==> src/rtl/dma_pkg.sv <==
// Shared types and constants for the DMA timing controller.
package dma_pkg;

  localparam int unsigned NUM_CH = 4;
  localparam int unsigned CH_W   = $clog2(NUM_CH);

  typedef logic [2:0] state_t;

  localparam state_t StSi = 3'd0;
  localparam state_t StS0 = 3'd1;
  localparam state_t StS1 = 3'd2;
  localparam state_t StS2 = 3'd3;
  localparam state_t StS3 = 3'd4;
  localparam state_t StS4 = 3'd5;

  typedef enum logic [1:0] {
    XferDemand = 2'b00,
    XferSingle = 2'b01,
    XferBlock  = 2'b10,
    XferRsvd   = 2'b11
  } xfer_mode_t;

  typedef enum logic [1:0] {
    TypeVerify  = 2'b00,
    TypeWrite   = 2'b01,
    TypeRead    = 2'b10,
    TypeIllegal = 2'b11
  } xfer_type_t;

endpackage

==> src/rtl/dma_strobe_decode.sv <==
// Combinational map from {state, transfer type} to the four active-low command strobes.
module dma_strobe_decode
  import dma_pkg::*;
(
  input  logic [2:0] state_i,
  input  logic [1:0] type_i,
  output logic       mem_r_no,
  output logic       mem_w_no,
  output logic       io_r_no,
  output logic       io_w_no
);

  logic rd_phase;
  logic wr_phase;

  always_comb begin
    rd_phase = (state_i == StS2) || (state_i == StS3);
    wr_phase = (state_i == StS3);
    mem_r_no = 1'b1;
    mem_w_no = 1'b1;
    io_r_no  = 1'b1;
    io_w_no  = 1'b1;
    // Verify and illegal types run the bus cycle with no command strobes.
    case (xfer_type_t'(type_i))
      TypeWrite: begin
        io_r_no  = ~rd_phase;
        mem_w_no = ~wr_phase;
      end
      TypeRead: begin
        mem_r_no = ~rd_phase;
        io_w_no  = ~wr_phase;
      end
      default: ;
    endcase
  end

endmodule

==> src/rtl/dma_timing_control.sv <==
// 8237A-style DMA bus-cycle sequencer: hold handshake, address strobes, command strobes and
// single/block/demand transfer termination for the channel granted by the priority encoder.
module dma_timing_control
  import dma_pkg::*;
#(
  parameter int unsigned NumCh = NUM_CH,
  parameter int unsigned ChW   = CH_W
) (
  input  logic               clk_i,
  input  logic               rst_i,
  input  logic               valid_req_id_i,
  input  logic [ChW-1:0]     req_id_i,
  input  logic [NumCh-1:0]   pending_req_i,
  input  logic               hlda_i,
  input  logic               ready_i,
  input  logic               eop_in_ni,
  input  logic               tc_in_i,
  input  logic [2*NumCh-1:0] ch_mode_i,
  input  logic [2*NumCh-1:0] ch_type_i,
  output logic               hrq_o,
  output logic               aen_o,
  output logic               adstb_o,
  output logic               mem_r_no,
  output logic               mem_w_no,
  output logic               io_r_no,
  output logic               io_w_no,
  output logic               eop_out_no,
  output logic               dec_count_o,
  output logic [NumCh-1:0]   tc_status_o,
  output logic               busy_o
);

  logic [2:0]     state_q, state_d;
  logic [ChW-1:0] act_ch_q, act_ch_d;
  logic [1:0]     act_mode_q, act_mode_d;
  logic [1:0]     act_type_q, act_type_d;
  logic           term_q, term_d;
  logic           tc_q, tc_d;
  logic           mem_r_q, mem_w_q, io_r_q, io_w_q;
  logic           mem_r_d, mem_w_d, io_r_d, io_w_d;

  logic in_cycle;
  logic hlda_lost;
  logic term_now;

  assign in_cycle  = (state_q == StS1) || (state_q == StS2) ||
                     (state_q == StS3) || (state_q == StS4);
  assign hlda_lost = in_cycle && !hlda_i;
  assign term_now  = (state_q == StS4) && hlda_i && (term_q || !eop_in_ni);

  always_comb begin
    state_d    = state_q;
    act_ch_d   = act_ch_q;
    act_mode_d = act_mode_q;
    act_type_d = act_type_q;
    term_d     = term_q;
    tc_d       = tc_q;
    case (state_q)
      StSi: begin
        // Hlda must be seen low first so the previous owner's hold is fully released.
        if (valid_req_id_i && !hlda_i) begin
          state_d    = StS0;
          act_ch_d   = req_id_i;
          act_mode_d = ch_mode_i[{req_id_i, 1'b0} +: 2];
          act_type_d = ch_type_i[{req_id_i, 1'b0} +: 2];
        end
      end
      StS0: if (hlda_i) state_d = StS1;
      StS1: state_d = StS2;
      StS2: state_d = StS3;
      StS3: begin
        if (!eop_in_ni || tc_in_i) term_d = 1'b1;
        if (tc_in_i) tc_d = 1'b1;
        if (ready_i) state_d = StS4;
      end
      StS4: begin
        if (term_q || !eop_in_ni) begin
          state_d = StSi;
          term_d  = 1'b0;
          tc_d    = 1'b0;
        end else begin
          unique case (xfer_mode_t'(act_mode_q))
            XferBlock:  state_d = StS1;
            XferDemand: state_d = pending_req_i[act_ch_q] ? StS1 : StSi;
            XferSingle: state_d = StSi;
            XferRsvd:   state_d = StSi;
          endcase
        end
      end
      default: state_d = StSi;
    endcase
    if (hlda_lost) begin
      state_d = StSi;
      term_d  = 1'b0;
      tc_d    = 1'b0;
    end
  end

  dma_strobe_decode u_strobe_decode (
    .state_i  (state_d),
    .type_i   (act_type_q),
    .mem_r_no (mem_r_d),
    .mem_w_no (mem_w_d),
    .io_r_no  (io_r_d),
    .io_w_no  (io_w_d)
  );

  always_ff @(posedge clk_i or posedge rst_i) begin
    if (rst_i) begin
      state_q    <= StSi;
      act_ch_q   <= '0;
      act_mode_q <= '0;
      act_type_q <= '0;
      term_q     <= 1'b0;
      tc_q       <= 1'b0;
      mem_r_q    <= 1'b1;
      mem_w_q    <= 1'b1;
      io_r_q     <= 1'b1;
      io_w_q     <= 1'b1;
    end else begin
      state_q    <= state_d;
      act_ch_q   <= act_ch_d;
      act_mode_q <= act_mode_d;
      act_type_q <= act_type_d;
      term_q     <= term_d;
      tc_q       <= tc_d;
      mem_r_q    <= mem_r_d;
      mem_w_q    <= mem_w_d;
      io_r_q     <= io_r_d;
      io_w_q     <= io_w_d;
    end
  end

  always_comb begin
    hrq_o       = (state_q != StSi);
    busy_o      = (state_q != StSi);
    aen_o       = in_cycle;
    adstb_o     = (state_q == StS1);
    dec_count_o = (state_q == StS4) && hlda_i;
    eop_out_no  = !(term_now && tc_q);
    tc_status_o = '0;
    if (term_now) tc_status_o[act_ch_q] = 1'b1;
  end

  assign mem_r_no = mem_r_q;
  assign mem_w_no = mem_w_q;
  assign io_r_no  = io_r_q;
  assign io_w_no  = io_w_q;

endmodule
==> config.mk <==
export PLATFORM = sky130hd
export DESIGN_NAME = dma_timing_control
export DESIGN_NICKNAME = d
export VERILOG_FILES = /design/src/rtl/dma_pkg.sv /design/src/rtl/dma_strobe_decode.sv /design/src/rtl/dma_timing_control.sv
export SDC_FILE = /design/constraint.sdc
export NUM_CORES = 1
export LEC_CHECK = 0
export ABC_AREA = 1
export ABC_CLOCK_PERIOD_IN_PS = 1200
export CORE_MARGIN = 2
export CORE_UTILIZATION = 25
export CTS_BUF_LIST = sky130_fd_sc_hd__clkbuf_2 sky130_fd_sc_hd__clkbuf_4 sky130_fd_sc_hd__clkbuf_8
export DETAILED_ROUTE_END_ITERATION = 10
export GPL_ROUTABILITY_DRIVEN = 0
export PLACE_DENSITY_LB_ADDON = 0.3
export REMOVE_ABC_BUFFERS = 1
export SLEW_MARGIN = 10
export SYNTH_ARGS = -nofsm -noshare
export SYNTH_HDL_FRONTEND = slang
export SYNTH_SLANG_ARGS = --single-unit
==> constraint.sdc <==
create_clock -name clk_i -period 1.2 [get_ports clk_i]
set_input_delay 0.24 -clock clk_i [delete_from_list [all_inputs] [get_ports clk_i]]
set_output_delay 0.24 -clock clk_i [all_outputs]
set_load 0.02 [all_outputs]
==> results.yml, run 1 <==
timing:
  grt_setup_unrepaired: "true"
  max_freq_ghz: 0.588
  worst_slew_pin_slew_ns: 0.260
  max_slew_margin: 0.827
  drv_slew: 0
  hold_viol: 0
  worst_slack_ns: -0.502
  setup_viol: 25
  fin_crit_sh: 1.42
  skew_ns: 0.00113
  fin_crit_ns: 1.70
setup_path:
  slowest_delay_ns: 0.40
  worst-setup-path-type: "reg -> out"
  slowest_stage: "dfrtp_1"
  cp_num_buf_inv: 3
  start_kind: "flop"
  path_max_fanout: 4
  cp_top_family: "simple AND/OR/NAND/NOR gates"
  end_kind: "primary output"
  worstPathCellList: "nor2_4, nand2_2, inv_2, nand2_4, nor2_4, inv_2, nor3_2, buf_4"
  required_ns: 0.96
  worstPathArrival_ns: 1.46
cts:
  cts_buffers: 3
  cts_root_buf: "clkbuf_8"
  htreeDepth: 1
  clock_path_buffers: 2
  cts.sinks: 15
  clk_pin_slew_ns: 0.05
  clkLatencyLatePin_ns: 0.24
  cts_tree: "yes"
global_routing:
  grt_overflow: 0
  grt_usage: 0.136
  antenna_found_initial: 0
  grt_pass1_vias: 1128
  grt_max_degree: 10
  grt_pass1_wl_um: 4620
finish:
  multiInputGateArea_um2: 638
  nets: 255
  n_antenna_cell: 0
  areaGrowthSynthToFinish_pct: 105
  instances_no_fill: 273
  design_area_um2: 2010
  fillCellCount: 346
  drive_gt1_frac: 0.484
  regArea_um2: 380
placement:
  dp.cells: 256
  placed_area_um2: 1670
  portBuffers: 42
  dpl.hpwl_um: 1950
yosys:
  yosys-top-cells-area: "dfrtp_1 (28%), nand2_1 (12%), dfstp_2 (11%)"
  synthDistinctLibCells: 19
  synth-seq-cells: 15
  synthArstFlopShare: 1.00
  synth_compound_area_frac: 0.112
  synthesis.area_um2: 983
  synth_top_area_frac: 0.280
  seq_area_frac_synth: 0.387
  synth.most_common_cell: "nand2_1"
  yosysWarnings: 0
  synth-simple-area-share: 0.389
  syn_area_per_cell_um2: 7.08
  yosys.area_share.adder: 0
  synth_cells: 139
  synthFlopType: "dfrtp_1"
  synthXorXnorAreaFrac: 0
  yosysTopAreaCell: "dfrtp_1"
  synth_top_family_by_area: "simple AND/OR/NAND/NOR gates"
  yosys-top-cells-count: "nand2_1 (31), inv_1 (21), nor2_1 (13), o21ai_0 (13), dfrtp_1 (11)"
  synthMuxAreaShare: 0
  synth_edf_count: 0
route:
  drtIter0Drc: 14
  dr.pass1.iters: 3
  avgViaCountPerCell: 4.20
  drc: 0
  routedWlPerCell_um: 10.2
  postRouteAntennaNets: 0
  via_count: 1147
  drt-total-wl_um: 2770
status:
  violations: "setup timing"
  status: "complete, but fails checks"
floorplan:
  start_util: 0.265
  core_um2: 3720
  die_h_um: 66.7
  io_pins: 43
  die_w_um: 66.7
  fp.dieArea_um2: 4450
  row_count: 22
flow_run:
  drv_cap: 0
power:
  total_power_mw: 3.42
  p_leak_nw: 0.955
  cellPowerDensity_nw_per_um2: 1700
  ir_drop_mv: 0.698
worst_hold_path:
  min_path_type: "in -> async"
==> what timing repair did <==
| action | in CTS | in global routing |
|---|---|---|
| setup buffers | 8 | 7 |
| hold endpoints to repair | 0 | 0 |
| setup endpoints to repair | 29 | 25 |
| resized for setup | 112 | 25 |
| pin swaps | 8 | 14 |
| hold buffers | 0 | 0 |
==> layout by cell type (no fill, tap or decap), types with 3 or more instances in the layout <==
cell / n
nand2_1: 26
nor2_4: 7
nand3_1: 4
dfrtp_1: 11
nor3_2: 5
buf_2: 4
buf_4: 33
nand3_4: 3
buf_6: 18
o22ai_1: 4
dfstp_2: 4
nand2_2: 9
inv_2: 6
inv_1: 16
clkbuf_8: 3
nor2_1: 12
o21ai_0: 8
clkdlybuf4s50_1: 27
o21ai_1: 7
nand3_2: 5
==> registers in the layout, summed over array words and instances, names as in the netlist, 2 cells and up <==
| name | flops |
|---|---|
| act_type_q | 2 |
| act_ch_q | 2 |
| state_q | 3 |
| act_mode_q | 2 |
==> logic make-up after synthesis <==
kind of cell	after synthesis
AND/OR/NAND/NOR	75
buffers and inverters	28
flip-flops	15
AO/OA/AOI/OAI	21
==> power breakdown <==
part	switching (mW)	internal, mW	total [mW]
logic	1.08	1.10	2.17
clock network	0.161	0.257	0.418
registers	0.134	0.699	0.833
==> layout make-up <==
class / count / area share
Timing Repair Buffer: 84 / 0.382
Clock buffer: 4 / 0.0242
Sequential cell: 15 / 0.189
Multi-Input combinational cell: 96 / 0.317
Inverter: 26 / 0.0584
Tap cell: 48 / 0.0298
==> layer usage <==
metal / vias up / global-route usage / wire length [µm]
li1: 606 / - / -
met2: 32 / 0.259 / 1460
met4: 0 / 0.0383 / 16
met5: - / 0 / 0
met3: 2 / 0.0304 / 168
met1: 507 / 0.149 / 1130
==> worst paths after layout <==
path,start,endpoint,slack (ns),depth (start not counted)
worst max-delay path,state_q[1],tc_status_o[1],-0.50,8
worst min-delay path,rst_i,state_q[1],0.22,2
worst max register to register,state_q[1],io_r_no,-0.45,12
worst min register to register,act_type_q[0],mem_r_no,0.48,2
max in group asynchronous,rst_i,act_type_q[0],0.57,3
min in group clk_i,act_type_q[0],mem_r_no,0.48,2
==> stage by stage <==
| step | hold WS [ns] | TNS [ns] | setup WS [ns] | utilization |
|---|---|---|---|---|
| 6_report | 0.219 | -9.58 | -0.502 | 0.542 |
| 5_1_grt | 0.248 | -11.73 | -0.602 | 0.542 |
| 4_1_cts | 0.221 | -6.56 | -0.492 | 0.506 |
| 3_5_place_dp | 0.474 | -10.90 | -0.837 | 0.449 |
| 3_3_place_gp | 0.471 | -10.79 | -0.810 | 0.449 |
| 2_1_floorplan | 0.139 | -1.94 | -0.438 | - |
Note: power is estimated with default switching activity, not from simulation.
==> run 2: changes to the inputs <==
Settings changed: SKIP_LAST_GASP set to 1, SLEW_MARGIN 10 to not set.
==> run 2 against run 1 <==
  * The run still ends with setup timing left
  * Routed wire length stayed put
  * Final area is the same
  * Register-to-register slack barely moved
  * Core utilization unchanged
  * First-iteration DRC count up 14%
  * Critical path type unchanged
  * Sequential share of layout area did not move
==> results.yml, run 2 (same netlist as run 1, synthesis figures left out) <==
flow_run:
  drv_cap: 0
timing:
  worst_slack_ns: -0.502
  grt_setup_unrepaired: "true"
  max_slew_margin: 0.827
  hold_viol: 0
  drv_slew: 0
  fin_crit_ns: 1.70
  skew_ns: 0.00113
  max_freq_ghz: 0.588
  setup_tns_ns: -9.59
  fin_crit_sh: 1.42
  setup_viol: 25
  worst_slew_pin_slew_ns: 0.260
status:
  status: "complete, but fails checks"
  violations: "setup timing"
global_routing:
  antenna_found_initial: 0
  grt_pass1_wl_um: 4620
  grt_max_degree: 10
  grt_overflow: 0
  grt_usage: 0.136
  grt_pass1_vias: 1128
power:
  ir_drop_mv: 0.697
  p_leak_nw: 0.957
  cellPowerDensity_nw_per_um2: 1700
cts:
  cts_buffers: 3
  cts.sinks: 15
  cts_root_buf: "clkbuf_8"
  clock_path_buffers: 2
  clk_pin_slew_ns: 0.05
  htreeDepth: 1
  clkLatencyLatePin_ns: 0.24
  cts_tree: "yes"
route:
  avgViaCountPerCell: 4.20
  dr.pass1.iters: 3
  drc: 0
  routedWlPerCell_um: 10.2
  postRouteAntennaNets: 0
  drt-total-wl_um: 2770
  drtIter0Drc: 16
  via_count: 1147
finish:
  final_common_cell: "buf_4"
  largest_register_ffs: 3
  fillCellCount: 346
  multiInputGateArea_um2: 638
  top_register: "state_q"
  drive_gt1_frac: 0.480
  final_cell_mix: "buf_4 (33), clkdlybuf4s50_1 (27), nand2_1 (26), buf_6 (18), inv_1 (17)"
  nets: 255
  areaGrowthSynthToFinish_pct: 105
  instances_no_fill: 273
  n_antenna_cell: 0
  regArea_um2: 380
setup_path:
  worst-setup-path-type: "reg -> out"
  r2r_end: "io_r_no"
  ff2ff_path_depth: 12
  regToRegStartpoint: "state_q[1]"
  required_ns: 0.96
  rrSetupSlack_ns: -0.45
  path_max_fanout: 4
  end_kind: "primary output"
  worstPathArrival_ns: 1.46
  start_kind: "flop"
placement:
  portBuffers: 42
  dp.cells: 256
  dpl.hpwl_um: 1950
floorplan:
  die_w_um: 66.7
  core_um2: 3720
  row_count: 22
  die_h_um: 66.7
  start_util: 0.265
  io_pins: 43
  fp.dieArea_um2: 4450
worst_hold_path:
  min_path_type: "in -> async"
## run 2: cell counts in the layout (fill, tap and decap cells not counted)
Identical to the previous run, type by type.
## run 2: how the worst max path moves through the flow
stage,slack (ns),endpoint,cells past startpoint,from
floorplan,-0.44,tc_status_o[0],7,state_q[1]
global placement,-0.81,tc_status_o[0],7,eop_in_ni
detailed placement,-0.84,tc_status_o[1],7,eop_in_ni
CTS,-0.49,tc_status_o[2],9,state_q[0]
global route,-0.60,tc_status_o[1],8,state_q[1]
finish,-0.50,tc_status_o[1],8,state_q[1]
## run 2: layer usage
| layer | track usage | share of wire | vias up |
|---|---|---|---|
| li1 | - | - | 606 |
| met1 | 0.149 | 0.41 | 507 |
| met2 | 0.259 | 0.53 | 32 |
| met3 | 0.0304 | 0.061 | 2 |
| met4 | 0.0383 | 0.0058 | 0 |
| met5 | 0 | 0 | - |
## run 2: area by class of cell
type,instances,share of cell area
Clock buffer,4,0.0242
Sequential cell,15,0.189
Tap cell,48,0.0298
Timing Repair Buffer,84,0.382
Multi-Input combinational cell,96,0.317
Inverter,26,0.0584
## run 2: per-stage QoR
step                 util  setup slack, ns  area [µm²]  power (mW)  hold WS [ns]
global route        0.542           -0.602        2010        3.70         0.248
global placement    0.449           -0.810        1670        2.42         0.471
floorplan               -           -0.438         971        1.64         0.139
finish              0.542           -0.502        2010        3.42         0.219
detailed placement  0.449           -0.837        1670        2.43         0.474
CTS                 0.506           -0.492        1880        3.20         0.221
## run 2: what timing repair did
action	CTS	global route
pin swaps	8	14
gates resized for setup	110	26
endpoints found under the hold margin	0	0
hold buffers	0	0
setup buffers	8	7
setup endpoints to repair	29	25
## run 2: report_power, final
group          internal [mW]  switching (mW)
logic                   1.10            1.07
clock network          0.257           0.161
registers              0.699           0.134
total                   2.05            1.37
## run 2: worst max-delay path, cell delays in order (launching register included)
cell	delay (ns)
dfrtp_1	0.40
nor2_4	0.15
nand2_2	0.07
inv_2	0.08
nand2_4	0.05
nor2_4	0.12
inv_2	0.07
nor3_2	0.11
buf_4	0.16
==> run 3: changes to the inputs <==
Settings changed: CTS_BUF_LIST sky130_fd_sc_hd__clkbuf_2 sky130_fd_sc_hd__clkbuf_4 sky130_fd_sc_hd__clkbuf_8 to sky130_fd_sc_hd__clkbuf_8.
==> run 3 against run 2 <==
  * The run still ends with setup timing left
  * Die area stayed put
  * Combinational power hardly changed
  * Clock skew hardly changed
  * Sequential share of layout area hardly changed
  * Routed wire length stayed put
  * Largest cell class unchanged
  * Critical path depth stayed put
  * Sequential power hardly changed
==> results.yml, run 3 (same netlist as run 1, synthesis figures left out) <==
status:
  status: "complete, but fails checks"
  violations: "setup timing"
timing:
  fin_crit_ns: 1.70
  hold_viol: 0
  drv_slew: 0
  max_slew_margin: 0.827
  setup_tns_ns: -9.59
  worst_slack_ns: -0.502
  worst_slew_pin_slew_ns: 0.260
  skew_ns: 0.00102
  grt_setup_unrepaired: "true"
  max_freq_ghz: 0.588
  fin_crit_sh: 1.42
  setup_viol: 25
  whs_ns: 0.219
cts:
  cts_tree: "yes"
  htreeDepth: 1
  cts_root_buf: "clkbuf_8"
  clkLatencyLatePin_ns: 0.24
  cts_buffers: 3
  cts.sinks: 15
  clock_path_buffers: 2
  hold_buffers: 0
  clk_pin_slew_ns: 0.05
route:
  via_count: 1147
  drtIter0Drc: 16
  drt-total-wl_um: 2770
  postRouteAntennaNets: 0
  avgViaCountPerCell: 4.20
  dr.pass1.iters: 3
  drc: 0
  routedWlPerCell_um: 10.2
finish:
  nets: 255
  fillCellCount: 346
  drive_gt1_frac: 0.476
  multiInputGateArea_um2: 638
  final_cell_mix: "buf_4 (33), clkdlybuf4s50_1 (27), nand2_1 (26), inv_1 (18), buf_6 (18)"
  instances_no_fill: 273
  areaGrowthSynthToFinish_pct: 104
  top_register: "state_q"
  largest_register_ffs: 3
  final_common_cell: "buf_4"
  regArea_um2: 380
  n_antenna_cell: 0
placement:
  place_ws_ns: -0.837
  portBuffers: 42
  dpl.hpwl_um: 1950
  dp.cells: 256
power:
  p_clk_frac: 0.114
  p_sw_mw: 1.37
  swShare: 0.404
  p_int_mw: 2.02
  ir_drop_mv: 0.697
  p_seq_frac: 0.246
  cellPowerDensity_nw_per_um2: 1690
  p_leak_nw: 0.958
  combPwrFrac: 0.640
floorplan:
  die_h_um: 66.7
  core_um2: 3720
  die_w_um: 66.7
  start_util: 0.265
  fp.dieArea_um2: 4450
  io_pins: 43
  row_count: 22
setup_path:
  start_kind: "flop"
  end_kind: "primary output"
  worst-setup-path-type: "reg -> out"
  required_ns: 0.96
  worstPathArrival_ns: 1.46
  path_max_fanout: 4
flow_run:
  drv_cap: 0
worst_hold_path:
  min_path_type: "in -> async"
global_routing:
  antenna_found_initial: 0
  grt_max_degree: 10
  grt_usage: 0.136
  grt_pass1_wl_um: 4620
  grt_overflow: 0
  grt_pass1_vias: 1128
run 3: changes by cell type in the layout (fill, tap and decap cells not counted), sizes merged:
cell | before | now
inv | 26 | 27
clkbuf | 4 | 3
run 3: worst max-delay path, stage by stage (launching register included):
cell	delay, ns
dfrtp_1	0.40
nor2_4	0.15
nand2_2	0.07
inv_2	0.08
nand2_4	0.05
nor2_4	0.12
inv_2	0.07
nor3_2	0.11
buf_4	0.16
run 3: repair_timing:
action                                  CTS  global route
buffers inserted                          8             7
endpoints found under the setup margin   29            25
pin swaps                                 8            14
resized for setup                       110            26
cloned                                    0             0
run 3: power groups by stage:
stage / registers (mW) / clock network, mW / logic (mW)
after floorplan: 0.836 / 0 / 0.804
after global placement: 0.808 / 0 / 1.61
after detailed placement: 0.815 / 0 / 1.61
after CTS: 0.821 / 0.403 / 1.95
after global routing: 0.860 / 0.427 / 2.39
final: 0.833 / 0.387 / 2.17
run 3: per-layer routing:
metal | routed length, µm | vias to the layer above | global-route usage
met4 | 16 | 0 | 0.0383
met3 | 168 | 2 | 0.0304
li1 | - | 606 | -
met5 | 0 | - | 0
met2 | 1460 | 32 | 0.259
met1 | 1130 | 507 | 0.149
run 3: area by class of cell:
| cell class | count | share of cell area |
|---|---|---|
| tap | 48 | 0.0299 |
| timing repair buffer | 84 | 0.383 |
| multi-input combinational | 96 | 0.317 |
| clock inverter | 1 | 0.00187 |
| sequential | 15 | 0.189 |
| inverter | 26 | 0.0585 |
| clock buffer | 3 | 0.0205 |
run 3: metrics by stage:
| stage | area [µm²] | power, mW | utilization |
|---|---|---|---|
| final | 2010 | 3.39 | 0.541 |
| after global routing | 2010 | 3.67 | 0.541 |
| after CTS | 1880 | 3.17 | 0.505 |
| after detailed placement | 1670 | 2.43 | 0.449 |
| after global placement | 1670 | 2.42 | 0.449 |
| after floorplan | 971 | 1.64 | - |
run 3: path summary, 6_finish.rpt:
kind / startpoint / to / slack, ns / cells after the start
worst max register to register: state_q[1] / io_r_no / -0.45 / 12
worst min-delay path: rst_i / state_q[1] / 0.22 / 2
max in group asynchronous: rst_i / act_type_q[0] / 0.57 / 3
worst max-delay path: state_q[1] / tc_status_o[1] / -0.50 / 8
min in group clk_i: act_type_q[0] / mem_r_no / 0.48 / 2
worst min register to register: act_type_q[0] / mem_r_no / 0.48 / 2
